`src/rtl/somador_serial_param_if.sv`:
```
// Operand/result bundle for somador_serial_param; SOMADOR_SUB_EN adds the sub control.
// Master drives the request side, slave is the adder.
interface somador_serial_param_if #(
    parameter int WIDTH = 8
);
    logic             start;
    logic [WIDTH-1:0] a;
    logic [WIDTH-1:0] b;
    logic             carry_in;
`ifdef SOMADOR_SUB_EN
    logic             sub;
`endif
    logic             ready;
    logic             done;
    logic [WIDTH-1:0] sum;
    logic             carry_out;

`ifdef SOMADOR_SUB_EN
    modport master (output start, a, b, carry_in, sub, input ready, done, sum, carry_out);
    modport slave  (input start, a, b, carry_in, sub, output ready, done, sum, carry_out);
`else
    modport master (output start, a, b, carry_in, input ready, done, sum, carry_out);
    modport slave  (input start, a, b, carry_in, output ready, done, sum, carry_out);
`endif
endinterface

```
`src/rtl/somador_serial_param.sv`:
```
// Serial adder: a+b+carry_in, DIGIT bits per clock; SOMADOR_SUB_EN adds sub (a-b-borrow_in).
// Latency: done pulses N=WIDTH/DIGIT cycles after the accepting edge; sum/carry_out held until next completion.
// Backpressure: ready low while BUSY and start ignored; ready is high in the done cycle so back-to-back works.
module somador_serial_param #(
    parameter int WIDTH = 8,
    parameter int DIGIT = 1
) (
    input  logic                  clk,
    input  logic                  rst,
    somador_serial_param_if.slave bus
);
    localparam int N  = WIDTH / DIGIT;
    localparam int CW = (N > 1) ? $clog2(N) : 1;

    typedef enum logic {IDLE, BUSY} state_t;
    state_t state, state_nxt;

    logic [WIDTH-1:0] a_sh, b_sh, res_sh, res_nxt, sum_q, b_cap;
    logic [CW-1:0]    count;
    logic [DIGIT-1:0] dsum;
    logic             carry, carry_nxt, carry_out_q, done_q, cin_cap, last;

`ifdef SOMADOR_SUB_EN
    // a - b - borrow_in == a + ~b + ~borrow_in; carry_out then reads as not-borrow
    assign b_cap   = bus.b ^ {WIDTH{bus.sub}};
    assign cin_cap = bus.carry_in ^ bus.sub;
`else
    assign b_cap   = bus.b;
    assign cin_cap = bus.carry_in;
`endif

    assign {carry_nxt, dsum} = {1'b0, a_sh[DIGIT-1:0]} + {1'b0, b_sh[DIGIT-1:0]}
                             + {{DIGIT{1'b0}}, carry};
    // new digit enters at the top so after N steps the first digit sits at bit 0
    assign res_nxt = (res_sh >> DIGIT) | (WIDTH'(dsum) << (WIDTH - DIGIT));
    assign last    = (state == BUSY) && (count == CW'(N - 1));

    always_ff @(posedge clk or posedge rst) begin
        if (rst) state <= IDLE;
        else     state <= state_nxt;
    end

    always_comb begin
        state_nxt = state;
        case (state)
            IDLE:    if (bus.start) state_nxt = BUSY;
            BUSY:    if (last)      state_nxt = IDLE;
            default:                state_nxt = IDLE;
        endcase
    end

    always_ff @(posedge clk or posedge rst) begin
        if (rst) begin
            a_sh        <= '0;
            b_sh        <= '0;
            res_sh      <= '0;
            carry       <= 1'b0;
            count       <= '0;
            sum_q       <= '0;
            carry_out_q <= 1'b0;
            done_q      <= 1'b0;
        end else begin
            done_q <= 1'b0;
            if (state == IDLE) begin
                if (bus.start) begin
                    a_sh  <= bus.a;
                    b_sh  <= b_cap;
                    carry <= cin_cap;
                    count <= '0;
                end
            end else begin
                a_sh   <= a_sh >> DIGIT;
                b_sh   <= b_sh >> DIGIT;
                res_sh <= res_nxt;
                carry  <= carry_nxt;
                count  <= count + CW'(1);
                if (last) begin
                    sum_q       <= res_nxt;
                    carry_out_q <= carry_nxt;
                    done_q      <= 1'b1;
                end
            end
        end
    end

    assign bus.ready     = (state == IDLE);
    assign bus.done      = done_q;
    assign bus.sum       = sum_q;
    assign bus.carry_out = carry_out_q;
endmodule
```
`src/flat_wrapper.sv`:
```
// flat-port wrapper written by rule: the top's interface ports become plain ports
module somador_serial_param_flat 
#(
    parameter int WIDTH = 8,
    parameter int DIGIT = 1
)
  (clk, rst, bus_start, bus_a, bus_b, bus_carry_in, bus_ready, bus_done, bus_sum, bus_carry_out);
  somador_serial_param_if #(.WIDTH(WIDTH)) bus_i ();
  input  logic clk;
  input  logic rst;
  input wire logic [$bits(bus_i.start)-1:0] bus_start;
  input wire logic [$bits(bus_i.a)-1:0] bus_a;
  input wire logic [$bits(bus_i.b)-1:0] bus_b;
  input wire logic [$bits(bus_i.carry_in)-1:0] bus_carry_in;
  output wire logic [$bits(bus_i.ready)-1:0] bus_ready;
  output wire logic [$bits(bus_i.done)-1:0] bus_done;
  output wire logic [$bits(bus_i.sum)-1:0] bus_sum;
  output wire logic [$bits(bus_i.carry_out)-1:0] bus_carry_out;
  assign bus_i.start = bus_start;
  assign bus_i.a = bus_a;
  assign bus_i.b = bus_b;
  assign bus_i.carry_in = bus_carry_in;
  assign bus_ready = bus_i.ready;
  assign bus_done = bus_i.done;
  assign bus_sum = bus_i.sum;
  assign bus_carry_out = bus_i.carry_out;
  somador_serial_param #(.WIDTH(WIDTH), .DIGIT(DIGIT)) u_core (.clk(clk), .rst(rst), .bus(bus_i));
endmodule
```
`config.mk`:
```
export PLATFORM = sky130hd
export DESIGN_NAME = somador_serial_param_flat
export DESIGN_NICKNAME = d
export VERILOG_FILES = /design/src/rtl/somador_serial_param_if.sv /design/src/rtl/somador_serial_param.sv /design/src/flat_wrapper.sv
export SDC_FILE = /design/constraint.sdc
export NUM_CORES = 1
export LEC_CHECK = 0
export ABC_AREA = 1
export BUFFER_PORTS_ARGS = -buffer_cell sky130_fd_sc_hd__clkbuf_2
export CAP_MARGIN = 20
export CORE_ASPECT_RATIO = 1.25
export CORE_MARGIN = 1.5
export CORE_UTILIZATION = 48
export DETAILED_ROUTE_END_ITERATION = 6
export GPL_ROUTABILITY_DRIVEN = 1
export PLACE_DENSITY = 0.73
export SLEW_MARGIN = 25
export SYNTH_ARGS = -nofsm -noshare
export SYNTH_HDL_FRONTEND = slang
export SYNTH_SLANG_ARGS = --single-unit
```
`constraint.sdc`:
```
create_clock -name clk -period 1.1 [get_ports clk]
set_input_delay 0.165 -clock clk [delete_from_list [all_inputs] [get_ports clk]]
set_output_delay 0.165 -clock clk [all_outputs]
set_load 0.03 [all_outputs]
```
=== Word level (Yosys, flattened, before mapping) ===
Index checks and enable logic that the tools add are counted.

* Add/sub/neg operators: 3
* Equal/unequal tests: 1
* Reduce and logical (&&, ||, !) cells: 3
* Muxes and demuxes: 13
* Bitwise gates (word level): 2

{| class="wikitable"
|+ Operators by type and width
! kind !! count
|-
| two-way mux 8 bit || 4
|-
| OR 7 x 8 -> 8 bit || 1
|-
| two-way mux 1 bit || 6
|-
| two-way mux 3 bit || 2
|-
| adder 3 x 1 -> 3 bit, second input constant || 1
|-
| == test 3 bit, second input constant || 1
|-
| adder 1 x 1 -> 2 bit || 1
|-
| adder 2 x 1 -> 2 bit || 1
|-
| one-hot mux 1 bit (2 select lines) || 1
|-
| AND reduction 2 bit || 1
|-
| nonzero test 2 bit || 1
|-
| logical AND 1 bit || 1
|-
| NOT 1 bit || 1
|}

* Register bits after elaboration: 39
* Input bits: 20
* Output and inout bits: 11

=== Longest topological paths before layout ===
Gate-level depths: netlist (run 1).

* Word-level depth: 4
* Gate-level depth with buffers: 6
* Depth with buffers taken out: 6

=== Worst setup path after synthesis (run 1) ===
Ideal clock, no wire load.

* Path type: register -> register
* From: register u_core.count[0]
* To: register u_core.sum_q[0] (netlist: u_core.bus.sum[0])
* Arrival: 1.126 ns
* Setup slack: -0.100 ns
* Stages on the path, launching flop included: 7
* Period minus slack after synthesis: 1.200 ns
* Library setup time: 0.074 ns
* Cells stage by stage: dfrtp_1 ha_1 ha_1 nand2_4 buf_6 nand2_1 o21ai_2

* Word-level cells in the longest chain between the ends: 3

{| class="wikitable"
|+ Ends and longest elaborated chain
! what !! line !! text
|-
| from (decl) || somador_serial_param.sv:19 || <nowiki>logic [CW-1:0] count;</nowiki>
|-
| from (signal assigned) || somador_serial_param.sv:76 || <nowiki>count <= count + CW'(1);</nowiki>
|-
| == test 3 bit || somador_serial_param.sv:36 || <nowiki>assign last = (state == BUSY) && (count == CW'(N - 1));</nowiki>
|-
| logical AND 1 bit || somador_serial_param.sv:36 ||
|-
| AND reduction 2 bit (no source line) || n/a ||
|-
| to (signal assigned) || somador_serial_param.sv:78 || <nowiki>sum_q <= res_nxt;</nowiki>
|-
| to (decl) || somador_serial_param.sv:18 || <nowiki>logic [WIDTH-1:0] a_sh, b_sh, res_sh, res_nxt, sum_q, b_cap;</nowiki>
|}

Every way passes these cells.
A chain may end at the register's enable or synchronous reset.

=== Final worst setup path (run 1) ===
* From: register u_core.a_sh[0]
* To: register u_core.res_sh[7]

* Word-level cells in the longest chain between the ends: 3

{| class="wikitable"
|+ Ends and longest elaborated chain
! what !! line !! text
|-
| from (decl) || somador_serial_param.sv:18 ||
|-
| from (signal assigned) || somador_serial_param.sv:66 || <nowiki>a_sh <= bus.a;</nowiki>
|-
| from (signal assigned) || somador_serial_param.sv:72 || <nowiki>a_sh <= a_sh >> DIGIT;</nowiki>
|-
| adder 1 x 1 -> 2 bit || somador_serial_param.sv:32 || <nowiki>assign {carry_nxt, dsum} = {1'b0, a_sh[DIGIT-1:0]} + {1'b0, b_sh[DIGIT-1:0]}</nowiki>
|-
| adder 2 x 1 -> 2 bit || somador_serial_param.sv:33 || <nowiki>+ {{DIGIT{1'b0}}, carry};</nowiki>
|-
| via u_core.dsum || somador_serial_param.sv:20 || <nowiki>logic [DIGIT-1:0] dsum;</nowiki>
|-
| OR 7 x 8 -> 8 bit || somador_serial_param.sv:35 || <nowiki>assign res_nxt = (res_sh >> DIGIT) | (WIDTH'(dsum) << (WIDTH - DIGIT));</nowiki>
|-
| to (signal assigned) || somador_serial_param.sv:74 || <nowiki>res_sh <= res_nxt;</nowiki>
|-
| to (decl) || somador_serial_param.sv:18 ||
|}

The timed path passes the listed nets, and every way through them passes these cells.

==> results_dict.tcl, run 1 <==
set metrics [dict create \
    drc 0 \
    maxCapViolCount 0 \
    yosysTopAreaCell "dfrtp_1" \
    worst_slack_ns -0.0592 \
    period_needed_ns 1.16 \
    antenna_found_initial 0 \
    multi_input_area_sq_um 599 \
    cts_buffers 5 \
    rows 23 \
    synth_top_area_share_pct 58.1 \
    drt-wirelength-per-cell_um 11.7 \
    setup_tns_ns -0.354 \
    end_kind "flop" \
    crit_path_start_kind "flop" \
    initialDrtViolationCount 44 \
    viasPerCell 4.96 \
    place_inst 241 \
    seq_area_sq_um 952 \
    r2r_slack_ns -0.06 \
    setup.worst_path.class "reg -> reg" \
    die_area_sq_um 3770 \
    wl_um 2970 \
    cts_tree "built" \
    synthTopCellsByArea "dfrtp_1 58%, nand2_1 14%, nand3_1 9.8%" \
    grt_pass1_wl_um 5460 \
    violations "negative setup slack" \
    p_total_mw 5.60 \
    status "finished, violations left" \
    min_path_type "in -> reg" \
    synth.distinct_cells 15 \
    die_h_um 68.3 \
    pre_cts_ws_ns -0.0388 \
    root_buffer "clkbuf_8" \
    ys.flop_type "dfrtp_1" \
    synth_seq_cells 38 \
    insertion_delay_ns 0.28 \
    critPathRequiredTime_ns 1.31 \
    diodes 0 \
    skew_ns 0.00282 \
    portBuffers 30 \
    max_slew_margin_pct 86.4 \
    slew_violations 0 \
    design.core.area_sq_um 3220 \
    syn_area_per_cell_sq_um 9.51 \
    power.density_nw_per_um2 2710 \
    vias 1259 \
    ir_drop_v 0.00143 \
    synth_most_common_cell "nand2_1" \
    dr.pass1.iters 4 \
    tightest_slew_ns 0.204 \
    ff2ff_path_depth 3 \
    start_util_pct 50.8 \
    yosys_warnings 0 \
    grt_max_degree 39 \
    path_clk_slew_ns 0.07 \
    holdWs_ns 0.113 \
    final_area_sq_um 2070 \
    p_leak_nw 1.07 \
    rsz0062_at_grt "yes" \
    fillCellCount 263 \
    htree_levels 2 \
    place_congestion 0.738 \
    hold_viol 0 \
    fin_cells 254 \
    setup_viol 10 \
    postPlaceCellArea_sq_um 1890 \
    die_w_um 55.2 \
    cts.sink_count 38 \
    io_pins 31 \
    crit_path_start "u_core.a_sh[0]" \
    syn_area_sq_um 1640 \
    synthTopCellsByCount "61 x nand2_1, 38 x dfrtp_1, 32 x nand3_1" \
    synth_cells 172 \
    grt_overflow 0 \
    synth_edf_count 0 \
    nets 240 \
    area_growth_pct 26.4 \
    drive_gt1_share_pct 34.6 \
    synthArstFlopShare_pct 100 \
    postRouteAntennaNets 0 \
    rr_endpoint "u_core.res_sh[7]" \
    grt_usage_pct 18.5 \
    grt_pass1_vias 1226 \
    post-route-period-util_pct 105 \
    yosysSeqAreaShare_pct 58.1 \
    dp_hpwl_um 2080 \
    worstPathArrival_ns 1.37 \
    max_freq_ghz 0.863 \
    cp-endpoint "u_core.res_sh[7]" \
    clock_path_buffers 2 \
    final_core_util_pct 64.2 \
    rr_startpoint "u_core.a_sh[0]" \
    syn_nets 195 \
    path_max_fanout 2 \
]
[layout by cell type (no fill, tap or decap)]
| cell type | count |
|---|---|
| inv_4 | 1 |
| dfrtp_2 | 1 |
| clkbuf_1 | 2 |
| dfrtp_1 | 37 |
| nand2_2 | 8 |
| clkbuf_8 | 5 |
| nor2_4 | 1 |
| inv_1 | 8 |
| buf_8 | 1 |
| buf_6 | 5 |
| buf_12 | 3 |
| inv_2 | 1 |
| ha_2 | 1 |
| nand2_4 | 1 |
| nand2_1 | 53 |
| dlygate4sd3_1 | 1 |
| fa_2 | 1 |
| nand3_1 | 32 |
| clkbuf_2 | 29 |
| ha_4 | 1 |
| buf_4 | 9 |
| o21ai_1 | 1 |
| nor2_1 | 1 |
| o21ai_2 | 7 |
| o21ai_0 | 7 |
[cell families after synthesis]
kind of cell / count (synthesis) / share of synthesized area, %
compound gates: 15 / 6.19
fa+ha+maj: 3 / 2.75
buf+inv: 20 / 7.57
flops: 38 / 58.1
simple gates: 96 / 25.4
[worst min-delay path by stage]
stage	slack, ns	depth (start not counted)	start	to
4_1_cts	0.11	3	bus_a[7]	u_core.a_sh[7]
5_1_grt	0.12	3	bus_b[7]	u_core.b_sh[7]
2_1_floorplan	0.31	2	bus_a[7]	u_core.a_sh[7]
3_5_place_dp	0.22	3	rst	u_core.b_sh[2]
6_report	0.11	3	bus_a[7]	u_core.a_sh[7]
3_3_place_gp	0.20	3	rst	u_core.b_sh[2]
[metal layers]
metal  share of wire, %  global-route usage, %  wire [um]
met5                  0                      0          0
met4                2.1                   9.15         62
met3                4.9                   4.73        145
met2                 49                   30.2       1450
met1                 44                   23.2       1310
[flip-flops by register name, summed over array words and instances, names as in the netlist]
signal and cells:
u_core.res_sh 7, u_core.bus.carry_out 1, u_core.bus.sum 8, u_core.b_sh 8, u_core.a_sh 8, u_core.count 3, u_core.state 1, u_core.bus.done 1
u_core.carry 1
[power by group]
| part | internal (mW) | switching, mW |
|---|---|---|
| logic | 1.05 | 1.38 |
| clock network | 0.436 | 0.424 |
| registers | 1.96 | 0.347 |
[worst max-delay path, cell delays in order, from the launching register on]
cell	delay (ns)
dfrtp_1	0.40
fa_2	0.58
nand2_1	0.05
o21ai_1	0.06
[cell type report]
class / count / area share [%]
Clock buffer: 7 / 3.69
Multi-Input combinational cell: 114 / 29.0
Timing Repair Buffer: 48 / 17.1
Sequential cell: 38 / 46.0
Inverter: 10 / 1.94
Tap cell: 37 / 2.24
[what timing repair did]
action	in CTS	in global routing
buffers inserted	2	3
pin swaps	0	2
hold buffers	1	0
endpoints found under the hold margin	38	0
resized for setup	7	11
endpoints found under the setup margin	19	35
(Power assumes the default switching activity.)
==> run 2, diff against run 1 <==
SKIP_CTS_REPAIR_TIMING = 1   (was default)
==> run 2 against run 1 <==
Effect of this change:
- the run still ends with negative setup slack left
- sequential power grew 2%
- worst hold slack worse by 0.0042 ns
- critical path depth grew 3
- non-clock buffer count unchanged
- worst setup slack lost 0.022 ns
- global-route usage decreased by 0.41 points
- final area grew 4.4%
- power grew 3.0%
- maximum frequency decreased by 1.8%
- via count grew 1.3%
- utilization increased by 2.8 points
- die area is the same
- highest routed layer unchanged
==> results_dict.tcl, run 2 (same netlist as run 1, synthesis figures left out) <==
set metrics [dict create \
    p_leak_nw 1.15 \
    drt-wirelength-per-cell_um 12.8 \
    fillCellCount 249 \
    grt_pass1_wl_um 5350 \
    drc 0 \
    dr.pass1.iters 4 \
    final_area_sq_um 2160 \
    die_area_sq_um 3770 \
    cp_slowest_cell "dfrtp_1" \
    r2r_slack_ns -0.08 \
    grt_overflow 0 \
    slew_violations 0 \
    rr_startpoint "u_core.count[1]" \
    design.core.area_sq_um 3220 \
    postPlaceCellArea_sq_um 1890 \
    rows 23 \
    io_pins 31 \
    portBuffers 30 \
    max_freq_ghz 0.847 \
    cp_top_family "flip-flops" \
    insertion_delay_ns 0.28 \
    root_buffer "clkbuf_8" \
    whs_path_depth 3 \
    grt_usage_pct 18.1 \
    start_util_pct 50.8 \
    vias 1275 \
    crit_path_start_kind "flop" \
    clock_path_buffers 2 \
    maxCapViolCount 0 \
    worstPathArrival_ns 1.39 \
    viasPerCell 5.02 \
    nets 240 \
    critPathRequiredTime_ns 1.31 \
    postRouteAntennaNets 0 \
    place_congestion 0.738 \
    drive_gt1_share_pct 45.2 \
    antenna_found_initial 0 \
    tightest_slew_ns 0.203 \
    final_cell_mix "43 x nand2_1, 37 x dfrtp_1, 29 x clkbuf_2, 19 x nand3_1, 18 x nand2_2" \
    diodes 0 \
    rsz0062_at_grt "yes" \
    violations "negative setup slack" \
    path_clk_slew_ns 0.07 \
    skew_ns 0.00116 \
    wl_um 3260 \
    dp_hpwl_um 2080 \
    status "finished, violations left" \
    end_kind "flop" \
    crit_path_start "u_core.count[1]" \
    ff2ff_path_depth 6 \
    crit_buf_inv 1 \
    worst_slack_ns -0.0809 \
    htree_levels 2 \
    power.density_nw_per_um2 2670 \
    cp_cell_sequence "ha_2 > ha_4 > nand2_4 > buf_12 > nand2_1 > o21ai_2" \
    post-route-period-util_pct 107 \
    cts_buffers 5 \
    hold_viol 0 \
    p_total_mw 5.77 \
    ir_drop_v 0.00151 \
    initialDrtViolationCount 38 \
    setup_viol 11 \
    area_growth_pct 31.9 \
    die_h_um 68.3 \
    period_needed_ns 1.18 \
    hold_start "bus_a[7]" \
    die_w_um 55.2 \
    path_max_fanout 10 \
    cts.sink_count 38 \
    grt_max_degree 39 \
    hold_end "u_core.a_sh[7]" \
    final_common_cell "nand2_1" \
    critPathMaxStageDelay_ns 0.40 \
    max_slew_margin_pct 86.4 \
    grt_pass1_vias 1216 \
    rr_endpoint "u_core.bus.sum[2]" \
    cts_tree "built" \
    setup.worst_path.class "reg -> reg" \
    min_path_type "in -> reg" \
]
[run 2: cell counts in the layout (fill, tap and decap cells not counted)]
No cell type changed its count.
[run 2: area by class of cell]
cell class	count	area, sq um	share of cell area, %
inverters	10	40.0	1.86
repair buffers	48	354	16.4
multi-input cells	114	689	31.9
clock buffers	7	76.3	3.54
flip-flops and latches	38	952	44.1
well taps	37	46.3	2.14
[run 2: how the worst max path moves through the flow]
| stage | to | cells past startpoint | slack, ns |
|---|---|---|---|
| 3_5_place_dp | u_core.bus.carry_out | 6 | -0.04 |
| 5_1_grt | u_core.bus.sum[1] | 6 | -0.13 |
| 6_report | u_core.bus.sum[2] | 6 | -0.08 |
| 2_1_floorplan | u_core.bus.carry_out | 6 | -0.002 |
| 4_1_cts | bus_ready | 2 | -0.25 |
| 3_3_place_gp | u_core.res_sh[7] | 3 | -0.009 |
[run 2: routing by layer]
metal / vias up / GRT usage [%] / wire length, um
met5: - / 0 / 0
met4: 0 / 9.15 / 78
met3: 10 / 4.73 / 136
met2: 35 / 29.5 / 1610
met1: 592 / 22.6 / 1440
li1: 638 / - / -
[run 2: power by group]
part	internal (mW)	total, mW	switching [mW]
logic	1.10	2.55	1.45
clock network	0.436	0.872	0.436
registers	1.96	2.35	0.388
total	3.50	5.77	2.28
[run 2: worst min-delay path, cell delays in order]
cell and delay, ns:
clkbuf_2 0.08, nand3_1 0.07, nand2_1 0.05
[run 2: metrics by stage]
step	setup TNS (ns)	instances	util (%)	hold slack (ns)	worst slack, ns
floorplan	-0.00325	172	-	0.311	-0.00214
global placement	-0.0244	241	58.8	0.204	-0.00922
detailed placement	-0.252	241	58.8	0.218	-0.0388
CTS	-0.718	248	61.1	-0.0894	-0.246
global route	-1.71	254	67.0	0.118	-0.131
finish	-0.621	254	67.0	0.109	-0.0809
